### config.mk
export PLATFORM = sky130hd
export DESIGN_NAME = ps2_key_decoder_flat
export DESIGN_NICKNAME = d
export VERILOG_FILES = /design/src/rtl/ps2_key_decoder_if.sv /design/src/rtl/ps2_key_decoder.sv /design/src/flat_wrapper.sv
export SDC_FILE = /design/constraint.sdc
export NUM_CORES = 1
export LEC_CHECK = 0
export ABC_AREA = 1
export CAP_MARGIN = 20
export CELL_PAD_IN_SITES_DETAIL_PLACEMENT = 1
export CELL_PAD_IN_SITES_GLOBAL_PLACEMENT = 1
export CORE_UTILIZATION = 46
export DETAILED_ROUTE_END_ITERATION = 10
export GPL_TIMING_DRIVEN = 0
export PLACE_DENSITY = 0.78
export SLEW_MARGIN = 25
export SYNTH_ARGS = -nofsm -noshare
export SYNTH_HDL_FRONTEND = slang
export SYNTH_SLANG_ARGS = --single-unit
### constraint.sdc
create_clock -name clk -period 2.49 [get_ports clk]
set_clock_uncertainty 0.2 [all_clocks]
set_input_delay 0.6225 -clock clk [delete_from_list [all_inputs] [get_ports clk]]
set_output_delay 0.6225 -clock clk [all_outputs]
set_load 0.03 [all_outputs]
### src/rtl/ps2_key_decoder_if.sv
// Key-event bus from the PS/2 decoder to the hid block.
interface ps2_key_decoder_if;
  logic       key_strobe;
  logic       key_pressed;
  logic       key_extended;
  logic [7:0] key_code;
  logic       frame_err;

  modport master (output key_strobe, key_pressed, key_extended, key_code, frame_err);
  modport slave  (input  key_strobe, key_pressed, key_extended, key_code, frame_err);
endinterface

### src/rtl/ps2_key_decoder.sv
// PS/2 Set-2 receiver: conditions the raw pins, frames 11-bit words and folds
// E0/F0/E1 prefixes into single key events for hid. Never drives the pins.
module ps2_key_decoder #(
  parameter int FILTER_LEN  = 8,
  parameter int TIMEOUT_CYC = 65536
) (
  input  logic clk,
  input  logic reset_n,
  input  logic ps2_clk,
  input  logic ps2_data,
  ps2_key_decoder_if.master hid
);
  localparam int          TW     = $clog2(TIMEOUT_CYC + 1);
  localparam logic [7:0]  F_MAX  = 8'(FILTER_LEN - 1);
  localparam logic [TW-1:0] TO_MAX = TW'(TIMEOUT_CYC - 1);

  typedef enum logic [1:0] {S_IDLE, S_DATA, S_PAR, S_STOP} state_t;

  // line index 0 = clock, 1 = data
  logic [1:0]      w_raw;
  logic [1:0]      r_s1, r_s2, r_filt;
  logic [1:0][7:0] r_fcnt;
  logic            r_fclk_d;
  logic            w_fe, w_dat;

  state_t          r_state, w_state_nx;
  logic [2:0]      r_cnt, w_cnt_nx;
  logic [7:0]      r_sh, w_sh_nx;
  logic            r_par, w_par_nx;
  logic [TW-1:0]   r_to, w_to_nx;
  logic            w_byte_vld, w_err;

  logic            r_ext, r_brk;
  logic [2:0]      r_skip;
  logic            r_stb, r_err, r_pressed, r_extended;
  logic [7:0]      r_code;

  assign w_raw = {ps2_data, ps2_clk};

  // 2-FF synchroniser plus per-line stability filter; a level must persist
  // for FILTER_LEN consecutive samples before the filtered line follows it
  always_ff @(posedge clk or negedge reset_n) begin
    if (!reset_n) begin
      r_s1     <= '1;
      r_s2     <= '1;
      r_filt   <= '1;
      r_fcnt   <= '0;
      r_fclk_d <= 1'b1;
    end else begin
      r_s1     <= w_raw;
      r_s2     <= r_s1;
      r_fclk_d <= r_filt[0];
      for (int i = 0; i < 2; i++) begin
        if (r_s2[i] == r_filt[i]) begin
          r_fcnt[i] <= '0;
        end else if (r_fcnt[i] == F_MAX) begin
          r_filt[i] <= r_s2[i];
          r_fcnt[i] <= '0;
        end else begin
          r_fcnt[i] <= r_fcnt[i] + 8'd1;
        end
      end
    end
  end

  assign w_fe  = r_fclk_d & ~r_filt[0];
  assign w_dat = r_filt[1];

  // frame FSM state register
  always_ff @(posedge clk or negedge reset_n) begin
    if (!reset_n) begin
      r_state <= S_IDLE;
      r_cnt   <= '0;
      r_sh    <= '0;
      r_par   <= 1'b0;
      r_to    <= '0;
    end else begin
      r_state <= w_state_nx;
      r_cnt   <= w_cnt_nx;
      r_sh    <= w_sh_nx;
      r_par   <= w_par_nx;
      r_to    <= w_to_nx;
    end
  end

  // frame FSM next state: advance on each fe, otherwise run the inactivity timer
  always_comb begin
    w_state_nx = r_state;
    w_cnt_nx   = r_cnt;
    w_sh_nx    = r_sh;
    w_par_nx   = r_par;
    w_to_nx    = r_to;
    w_byte_vld = 1'b0;
    w_err      = 1'b0;
    if (w_fe) begin
      w_to_nx = '0;
      case (r_state)
        S_IDLE: begin
          if (!w_dat) begin
            w_state_nx = S_DATA;
            w_cnt_nx   = '0;
          end else begin
            w_err = 1'b1;
          end
        end
        S_DATA: begin
          w_sh_nx[r_cnt] = w_dat;
          w_cnt_nx       = r_cnt + 3'd1;
          if (r_cnt == 3'd7) w_state_nx = S_PAR;
        end
        S_PAR: begin
          w_par_nx   = w_dat;
          w_state_nx = S_STOP;
        end
        S_STOP: begin
          w_state_nx = S_IDLE;
          if (w_dat && (^r_sh ^ r_par)) w_byte_vld = 1'b1;
          else                          w_err      = 1'b1;
        end
        default: w_state_nx = S_IDLE;
      endcase
    end else if (r_state != S_IDLE) begin
      if (r_to == TO_MAX) begin
        w_state_nx = S_IDLE;
        w_to_nx    = '0;
        w_err      = 1'b1;
      end else begin
        w_to_nx = r_to + 1'b1;
      end
    end
  end

  function automatic logic is_reply(input logic [7:0] b);
    return (b == 8'hFA) || (b == 8'hAA) || (b == 8'hEE) || (b == 8'hFE) ||
           (b == 8'hFC) || (b == 8'h00) || (b == 8'hFF);
  endfunction

  // byte interpreter: prefix folding, Pause swallowing and registered event outputs
  always_ff @(posedge clk or negedge reset_n) begin
    if (!reset_n) begin
      r_ext      <= 1'b0;
      r_brk      <= 1'b0;
      r_skip     <= '0;
      r_stb      <= 1'b0;
      r_err      <= 1'b0;
      r_pressed  <= 1'b0;
      r_extended <= 1'b0;
      r_code     <= '0;
    end else begin
      r_stb <= 1'b0;
      r_err <= w_err;
      if (w_err) begin
        r_ext  <= 1'b0;
        r_brk  <= 1'b0;
        r_skip <= '0;
      end else if (w_byte_vld) begin
        if (r_skip != 3'd0) begin
          r_skip <= r_skip - 3'd1;
        end else if (r_sh == 8'hE1) begin
          r_skip <= 3'd7;
          r_ext  <= 1'b0;
          r_brk  <= 1'b0;
        end else if (r_sh == 8'hE0) begin
          r_ext <= 1'b1;
        end else if (r_sh == 8'hF0) begin
          r_brk <= 1'b1;
        end else if (!r_ext && !r_brk && is_reply(r_sh)) begin
          r_skip <= r_skip;
        end else begin
          r_code     <= r_sh;
          r_extended <= r_ext;
          r_pressed  <= ~r_brk;
          r_stb      <= 1'b1;
          r_ext      <= 1'b0;
          r_brk      <= 1'b0;
        end
      end
    end
  end

  assign hid.key_strobe   = r_stb;
  assign hid.frame_err    = r_err;
  assign hid.key_pressed  = r_pressed;
  assign hid.key_extended = r_extended;
  assign hid.key_code     = r_code;
endmodule

### src/flat_wrapper.sv
// flat-port wrapper written by rule: the top's interface ports become plain ports
module ps2_key_decoder_flat 
#(
  parameter int FILTER_LEN  = 8,
  parameter int TIMEOUT_CYC = 65536
)
  (clk, reset_n, ps2_clk, ps2_data, hid_key_strobe, hid_key_pressed, hid_key_extended, hid_key_code, hid_frame_err);
  ps2_key_decoder_if hid_i ();
  input  logic clk;
  input  logic reset_n;
  input  logic ps2_clk;
  input  logic ps2_data;
  output wire logic [$bits(hid_i.key_strobe)-1:0] hid_key_strobe;
  output wire logic [$bits(hid_i.key_pressed)-1:0] hid_key_pressed;
  output wire logic [$bits(hid_i.key_extended)-1:0] hid_key_extended;
  output wire logic [$bits(hid_i.key_code)-1:0] hid_key_code;
  output wire logic [$bits(hid_i.frame_err)-1:0] hid_frame_err;
  assign hid_key_strobe = hid_i.key_strobe;
  assign hid_key_pressed = hid_i.key_pressed;
  assign hid_key_extended = hid_i.key_extended;
  assign hid_key_code = hid_i.key_code;
  assign hid_frame_err = hid_i.frame_err;
  ps2_key_decoder #(.FILTER_LEN(FILTER_LEN), .TIMEOUT_CYC(TIMEOUT_CYC)) u_core (.clk(clk), .reset_n(reset_n), .ps2_clk(ps2_clk), .ps2_data(ps2_data), .hid(hid_i));
endmodule
==> key figures, run 1 <==
Status
  • Status: finished, final reports clean

Clock network
  • CTS tree: built
  • Clk pin slew, worst setup/hold paths: 0.07 ns
  • Clock Tree Buf Depth: 2
  • Clock Latency Late Sink: 0.35 ns
  • Htree depth: 3
  • Clock sink count: 71
  • CTS root buf: clkbuf_8
  • CTS Buf Count: 9

GRT
  • Vias in the first global route: 3141
  • GRT Util Overall: 0.2092
  • First-pass GRT wire length: 14.22 mm
  • Initial antenna violation count: 0
  • Grt ovf: 0
  • Largest net degree at the start of global routing: 54

Min path
  • Min-Delay Path Class: reg -> reg

Setup path
  • Critical Path Sink: u_core.hid.key_code[2]
  • Crit end category: register
  • R2r setup slk: 0.12 ns
  • Reg-to-Reg Start: u_core.r_sh[5]
  • Reg-to-reg endpoint: u_core.hid.key_code[2]
  • Critical path fanouts, max: 10
  • Crit path launch type: register
  • CP Class: reg -> reg
  • Worst reg2reg path depth: 17
  • WP data required: 2.52 ns
  • Crit path DAT: 2.40 ns
  • Critical path launch point: u_core.r_sh[5]

Floorplan
  • Die width: 92.65 um
  • Row cnt: 32
  • Starting density of the core: 0.4817
  • Die Area: 8584 sq um
  • Core area: 7848 sq um
  • Die Height: 92.65 um
  • # IOs: 16

Routing
  • 1st-iter DRT viols: 58
  • Final ANT Viol Nets: 0
  • Wire per inst: 14.71 um
  • Post-DR vias/cell: 5.167
  • Drt pass-1 iters: 4
  • Final wirelength: 8.649 mm
  • Number of remaining DRC errors: 0
  • Vias: 3038

Synthesis
  • Post-synthesis sequential area ratio: 0.4724
  • Simple-Gate Fraction of Synth Area: 0.2420
  • Synth top area share: 0.4237
  • Synth Register Bits: 71
  • Synth Instances: 442
  • YS warnings: 0
  • Compound-Gate Fraction of Synth Area: 0.1023
  • Synth area leaders: dfrtp_1 42%, nand2_1 8.0%, ha_1 7.9%, inv_1 6.5%, dfstp_2 4.9%
  • Yosys top cell by area: dfrtp_1
  • Post-synthesis adder-cell area fraction: 0.07944
  • Post-Syn Area per Cell: 8.552 sq um
  • Mux share of post-synthesis cell area: 0.002648
  • Synth Area in XOR/XNOR: 0.02317
  • Post-synth net total: 470
  • Netlist cell types: 39
  • Cell Area, Synth: 3780 sq um
  • Largest family of logic cells by synthesized area: simple AND/OR/NAND/NOR gates

Power
  • Comb power frac: 0.213
  • Internal power: 0.002063 W
  • Clock network power share: 0.337
  • Peak supply drop: 0.0003734 V
  • Flop pwr share: 0.450
  • Power per cell area: 672.6 nW/um^2
  • Net switching power: 0.0009569 W
  • Net Sw Frac: 0.3169
  • Leak: 2.102 nW

Placement
  • Area after DPL: 4083 sq um
  • Dpl ws: -0.1046 ns
  • Post-DP HPWL: 5.885 mm
  • Port Buffers: 15
  • Routability cong.: 0.8114
  • Inst Count DP: 560

Finish
  • Reg area: 1785 sq um
  • Fin area: 4489 sq um
  • Commonest non-fill, non-tap cell in the layout: nand2_1
  • Area growth, synth to finish: 18.77%
  • Multi-input logic area: 1795 sq um
  • Fin util: 0.5721
  • Ratio of cells with drive above 1 in the final layout: 0.1626
  • Non-Filler Instances: 588
  • Commonest non-fill, non-tap cells in the layout: 77 x nand2_1, 64 x dfrtp_1, 60 x inv_1, 47 x nor2_1, 26 x nand3_1
  • Fill cell count: 922
  • Nets@finish: 509
  • Ant. Diodes: 0

Timing
  • Fin. Hold Viols: 0
  • F_max: 422.5 MHz
  • Final setup fails: 0
  • Setup ws final: 0.1233 ns
  • Max-slew headroom: 0.6015
  • Final slew viol count: 0
  • Worst Tran Pin Value: 0.5915 ns
  • Crit share post-route: 0.9505
  • Period minus WS final: 2.367 ns

Run
  • Max cap viols: 0
-- synth_stat cells --
cell / n
or2_2: 2
a21oi_1: 19
o21a_1: 1
o221a_2: 1
a211oi_1: 3
xor2_1: 6
dfstp_2: 7
a31oi_1: 7
o21ai_1: 11
nand3b_1: 1
nor2_1: 48
o211ai_1: 1
nor2_8: 2
buf_6: 2
nand2_1: 81
nor2_4: 3
a2bb2oi_1: 1
nor3_1: 9
nand2_4: 1
nor3b_1: 2
nand4_4: 1
ha_1: 24
nand3_2: 1
nand2_2: 3
o22ai_1: 2
dfrtp_1: 64
inv_4: 1
a32o_1: 1
mux2i_1: 1
inv_1: 65
nor4_1: 3
nor2_2: 2
a21oi_2: 1
nand4_1: 7
a221oi_1: 1
nand3_1: 28
inv_2: 6
o21ai_0: 19
xnor2_1: 4
-- critical path: stages (launching register included) --
cell and delay [ns]:
dfrtp_1 0.43, inv_1 0.13, ha_4 0.23, nand2_1 0.09, inv_1 0.04, nor2_1 0.08, nand2_1 0.08, nand3_2 0.10
nand3_2 0.11, nand2_1 0.08, nand2_1 0.06, nand2_2 0.11, nand2_4 0.09, inv_4 0.08, nand2_2 0.07, buf_6 0.15
nand2_1 0.06, o21ai_1 0.07
-- metrics by stage --
stage / hold WS, ns / TNS (ns) / power (W)
6_report: 0.1575 / 0 / 0.003020
3_3_place_gp: 0.1459 / -126.42 / 0.001968
2_1_floorplan: 0.1269 / 0 / 0.001810
3_5_place_dp: 0.1478 / -1.062 / 0.002000
4_1_cts: 0.1581 / 0 / 0.003035
5_1_grt: 0.1642 / -0.2259 / 0.003195
-- power by group through the flow --
stage	registers [W]	logic (W)	clock network (W)
after global placement	0.00137	0.000594	0
final	0.00136	0.000643	0.00102
after CTS	0.00136	0.000633	0.00104
after floorplan	0.00136	0.000453	0
after detailed placement	0.00138	0.000620	0
after global routing	0.00138	0.000729	0.00109
-- cell type report --
cell class / instances / share of cell area
Clock inverter: 4 / 0.01561
Tap cell: 102 / 0.02843
Sequential cell: 71 / 0.3977
Multi-Input combinational cell: 297 / 0.3999
Timing Repair Buffer: 28 / 0.05964
Inverter: 72 / 0.06132
Clock buffer: 12 / 0.03233
Buffer: 2 / 0.005017
-- flip-flops by register name (all words and copies together), names as in the netlist, 3 cells and up --
register and flops:
u_core.r_cnt 3, u_core.r_skip 3, u_core.r_sh 8, u_core.r_fcnt 16
u_core.hid.key_code 8, u_core.r_to 17
-- routing by layer --
metal  vias to the layer above  track usage  routed length (um)
li1                       1509            -                   -
met5                         -            0                   0
met3                        16      0.02709                 185
met4                         0      0.08846                 174
met1                      1483       0.2651                3998
met2                        30       0.3586                4290
-- cells by family (layout without fill, tap and decap cells) --
family          Yosys count  in the layout
buf+inv                  74            118
simple gates            194            194
compound gates           68             68
mux                       1              1
fa+ha+maj                24             24
xor+xnor                 10             10
flops                    71             71
-- what timing repair did --
item | CTS | global route
endpoints found under the hold margin | 18 | 0
gates resized for setup | 8 | 14
buffers inserted | 0 | 11
hold buffers | 1 | 0
pin swaps | 0 | 1
setup endpoints to repair | 14 | 14
-- worst min path at each step --
stage	start	endpoint	slack, ns	depth (start not counted)
4_1_cts	u_core.r_s1[1]	u_core.r_s2[1]	0.16	0
6_report	u_core.r_s1[1]	u_core.r_s2[1]	0.16	0
2_1_floorplan	reset_n	u_core.hid.frame_err	0.13	0
3_3_place_gp	u_core.r_s1[1]	u_core.r_s2[1]	0.15	0
3_5_place_dp	u_core.r_s1[1]	u_core.r_s2[1]	0.15	0
5_1_grt	u_core.r_s1[0]	u_core.r_s2[0]	0.16	0
Note: power is estimated with default switching activity, not from simulation.
==> run 2, diff against run 1 <==
Settings changed: CELL_PAD_IN_SITES_GLOBAL_PLACEMENT 1 to 2, CORE_UTILIZATION 46 to 37, CTS_CLUSTER_DIAMETER set to 50, PLACE_DENSITY 0.78 to 0.77.
==> run 2 against run 1 <==
  * Clock power shrank 24%
  * Count of clock-buffer cells in the layout grew 2
  * Combinational power is 0.9% higher
  * Fmax rose by 3.3%
  * Flip-flop and latch count unchanged
  * Sequential power hardly changed
  * Critical path depth shrank 2
  * Global-route usage down 3.4 points
  * Via count is 1.3% lower
  * Wire length shrank 4.5%
  * Critical path type unchanged
==> key figures, run 2 (synthesis results as in run 1) <==
Status
  • Status: finished, final reports clean

GRT
  • Initial antenna violation count: 0 (unchanged)
  • Grt ovf: 0 (unchanged)
  • Vias in the first global route: 3077 (-2.0%)
  • Largest net degree at the start of global routing: 52 (-3.7%)
  • GRT Util Overall: 0.1750 (-0.03412)
  • First-pass GRT wire length: 14.19 mm (-0.19%)

Floorplan
  • Die Height: 103.1 um (+11%)
  • Starting density of the core: 0.3849 (-0.09673)
  • Die width: 103.1 um (+11%)
  • # IOs: 16 (unchanged)
  • Die Area: 10620 sq um (+24%)
  • Core area: 9819 sq um (+25%)
  • Row cnt: 36 (+13%)

Clock network
  • CTS root buf: clkbuf_8
  • Clock Latency Late Sink: 0.35 ns (about the same)
  • Clk pin slew, worst setup/hold paths: 0.07 ns (about the same)
  • Clock sink count: 71 (unchanged)
  • Htree depth: 3 (unchanged)
  • CTS Buf Count: 9 (unchanged)
  • CTS tree: built
  • Clock Tree Buf Depth: 2 (unchanged)

Routing
  • Post-DR vias/cell: 4.847 (-6.2%)
  • Final wirelength: 8.260 mm (-4.5%)
  • Vias: 3000 (-1.3%)
  • Final ANT Viol Nets: 0 (unchanged)
  • 1st-iter DRT viols: 73 (+26%)
  • Drt pass-1 iters: 4 (unchanged)
  • Wire per inst: 13.34 um (-9.3%)
  • Number of remaining DRC errors: 0 (unchanged)

Finish
  • Ant. Diodes: 0 (unchanged)
  • Largest register FFs: 17 (unchanged)
  • Nets@finish: 509 (unchanged)
  • Area growth, synth to finish: 17.87%
  • Fill cell count: 1229 (+33%)
  • Fin area: 4456 sq um (-0.75%)
  • Largest regs: u_core.r_to (17), u_core.r_fcnt (16)
  • Ratio of cells with drive above 1 in the final layout: 0.1502 (-0.01235)
  • Most flops, register: u_core.r_to
  • Commonest non-fill, non-tap cells in the layout: 78 x nand2_1, 64 x dfrtp_1, 61 x inv_1, 46 x nor2_1, 27 x nand3_1
  • Commonest non-fill, non-tap cell in the layout: nand2_1

Timing
  • Final setup fails: 0 (unchanged)
  • Fin. Hold Viols: 0 (unchanged)
  • Period minus WS final: 2.290 ns (-0.07650 ns)
  • Crit share post-route: 0.9198 (-0.03072)
  • F_max: 436.6 MHz (+3.3%)
  • Max-slew headroom: 0.6268 (+0.02524)
  • Worst Tran Pin Value: 0.5540 ns (-0.03747 ns)
  • Worst Hold Slack: 0.1570 ns (-0.0004590 ns)
  • Final slew viol count: 0 (unchanged)

Power
  • Internal power: 0.001841 W (-11%)
  • Comb power frac: 0.233 (+0.020)
  • Peak supply drop: 0.0003614 V (-3.2%)
  • Leak: 2.087 nW (-0.73%)
  • Power per cell area: 625.6 nW/um^2 (-7.0%)
  • Clock network power share: 0.279 (-0.058)
  • Net Sw Frac: 0.3397 (+0.02279)
  • Flop pwr share: 0.488 (+0.038)
  • Net switching power: 0.0009469 W (-1.0%)

Setup path
  • Buffers & Inverters on Critical Path: 3 (-1)
  • Reg-to-Reg Start: u_core.r_sh[6]
  • Most used cell, CP: nand2_1
  • CP Class: reg -> reg
  • Critical path launch point: u_core.r_sh[6]
  • Slowest cell delay on critical path: 0.41 ns (-0.02 ns)
  • Slowest CP cell: dfrtp_1
  • Crit path cell chain: buf_4, ha_1, nand2_1, inv_1, nand2_1, nand3_1, nand2_1, nand3_1, nand2_2, nand3_1, nor3_2, nand2_2, buf_6, nand2_1, o21ai_1
  • Crit end category: register
  • Crit path launch type: register
  • WP data required: 2.53 ns (about the same)
  • Cell family with most CP delay: simple AND/OR/NAND/NOR gates
  • Critical path fanouts, max: 10 (unchanged)
  • Crit path DAT: 2.33 ns (-0.07 ns)

Placement
  • Area after DPL: 4121 sq um (+0.95%)
  • Post-DP HPWL: 5.982 mm (+1.7%)
  • Routability cong.: 0.8020 (-1.2%)
  • Port Buffers: 15 (unchanged)

Run
  • Max cap viols: 0 (unchanged)

Min path
  • Min-delay src: u_core.r_s1[1]
  • Min-Delay Path Class: reg -> reg
==> run 2: cell types whose count changed in the layout (fill, tap and decap cells not counted), sizes merged <==
cell	previous run	this run
clkbuf	12	14
bufinv	2	0
==> run 2: repair_timing <==
| action | CTS | global route |
|---|---|---|
| endpoints found under the hold margin | 20 | 0 |
| hold buffers | 1 | 0 |
| setup endpoints to repair | 12 | 15 |
| resized for setup | 6 | 15 |
| pin swaps | 0 | 1 |
| buffers inserted | 3 | 8 |
==> run 2: stage by stage <==
step / worst slack, ns / power (W) / setup TNS (ns) / instances / util
CTS: 0.008447 / 0.002808 / 0 / 611 / 0.4425
floorplan: 0.3231 / 0.001810 / 0 / 442 / -
global placement: -1.977 / 0.001985 / -134.43 / 590 / 0.4172
finish: 0.1997 / 0.002788 / 0 / 619 / 0.4537
global route: -0.01075 / 0.002989 / -0.01915 / 619 / 0.4537
detailed placement: -0.1258 / 0.002007 / -1.132 / 591 / 0.4197
==> run 2: area by class of cell <==
cell class | count | area [sq um] | share of cell area
multi-input cells | 297 | 1785 | 0.4007
inverters | 72 | 275.3 | 0.06178
repair buffers | 28 | 267.8 | 0.06010
clock buffers | 14 | 142.6 | 0.03201
clock inverters | 2 | 10.01 | 0.002247
plain buffers | 2 | 22.52 | 0.005055
flip-flops and latches | 71 | 1785 | 0.4007
well taps | 133 | 166.4 | 0.03735
==> run 2: power groups by stage <==
stage                     logic, W  registers [W]  clock network, W
after floorplan           0.000453        0.00136                 0
after CTS                 0.000632        0.00136          0.000815
final                     0.000649        0.00136          0.000778
after detailed placement  0.000623        0.00138                 0
after global placement    0.000607        0.00138                 0
after global routing      0.000758        0.00138          0.000855
==> run 2: path summary, 6_finish.rpt <==
kind	cells past startpoint	to	slack, ns
setup / recovery	15	u_core.hid.key_code[7]	0.20
hold / removal	0	u_core.r_s2[1]	0.16
setup reg to reg	15	u_core.hid.key_code[7]	0.20
hold reg to reg	0	u_core.r_s2[1]	0.16
max in group asynchronous	3	u_core.r_filt[1]	0.97
min in group asynchronous	2	u_core.r_fcnt[2]	0.50
==> run 2: per-layer routing <==
metal	track usage	vias to the layer above	share of wire
met5	0	-	0
met4	0.05850	0	0.012
met3	0.03864	11	0.021
met2	0.3000	25	0.48
met1	0.2183	1454	0.49
li1	-	1510	-
==> run 2: worst register-to-register path: stages (launching register included) <==
cell and delay [ns]:
dfrtp_1 0.41, buf_4 0.16, ha_1 0.22, nand2_1 0.10, inv_1 0.07, nand2_1 0.06, nand3_1 0.07, nand2_1 0.07
nand3_1 0.08, nand2_2 0.09, nand3_1 0.08, nor3_2 0.20, nand2_2 0.09, buf_6 0.15, nand2_1 0.06, o21ai_1 0.06
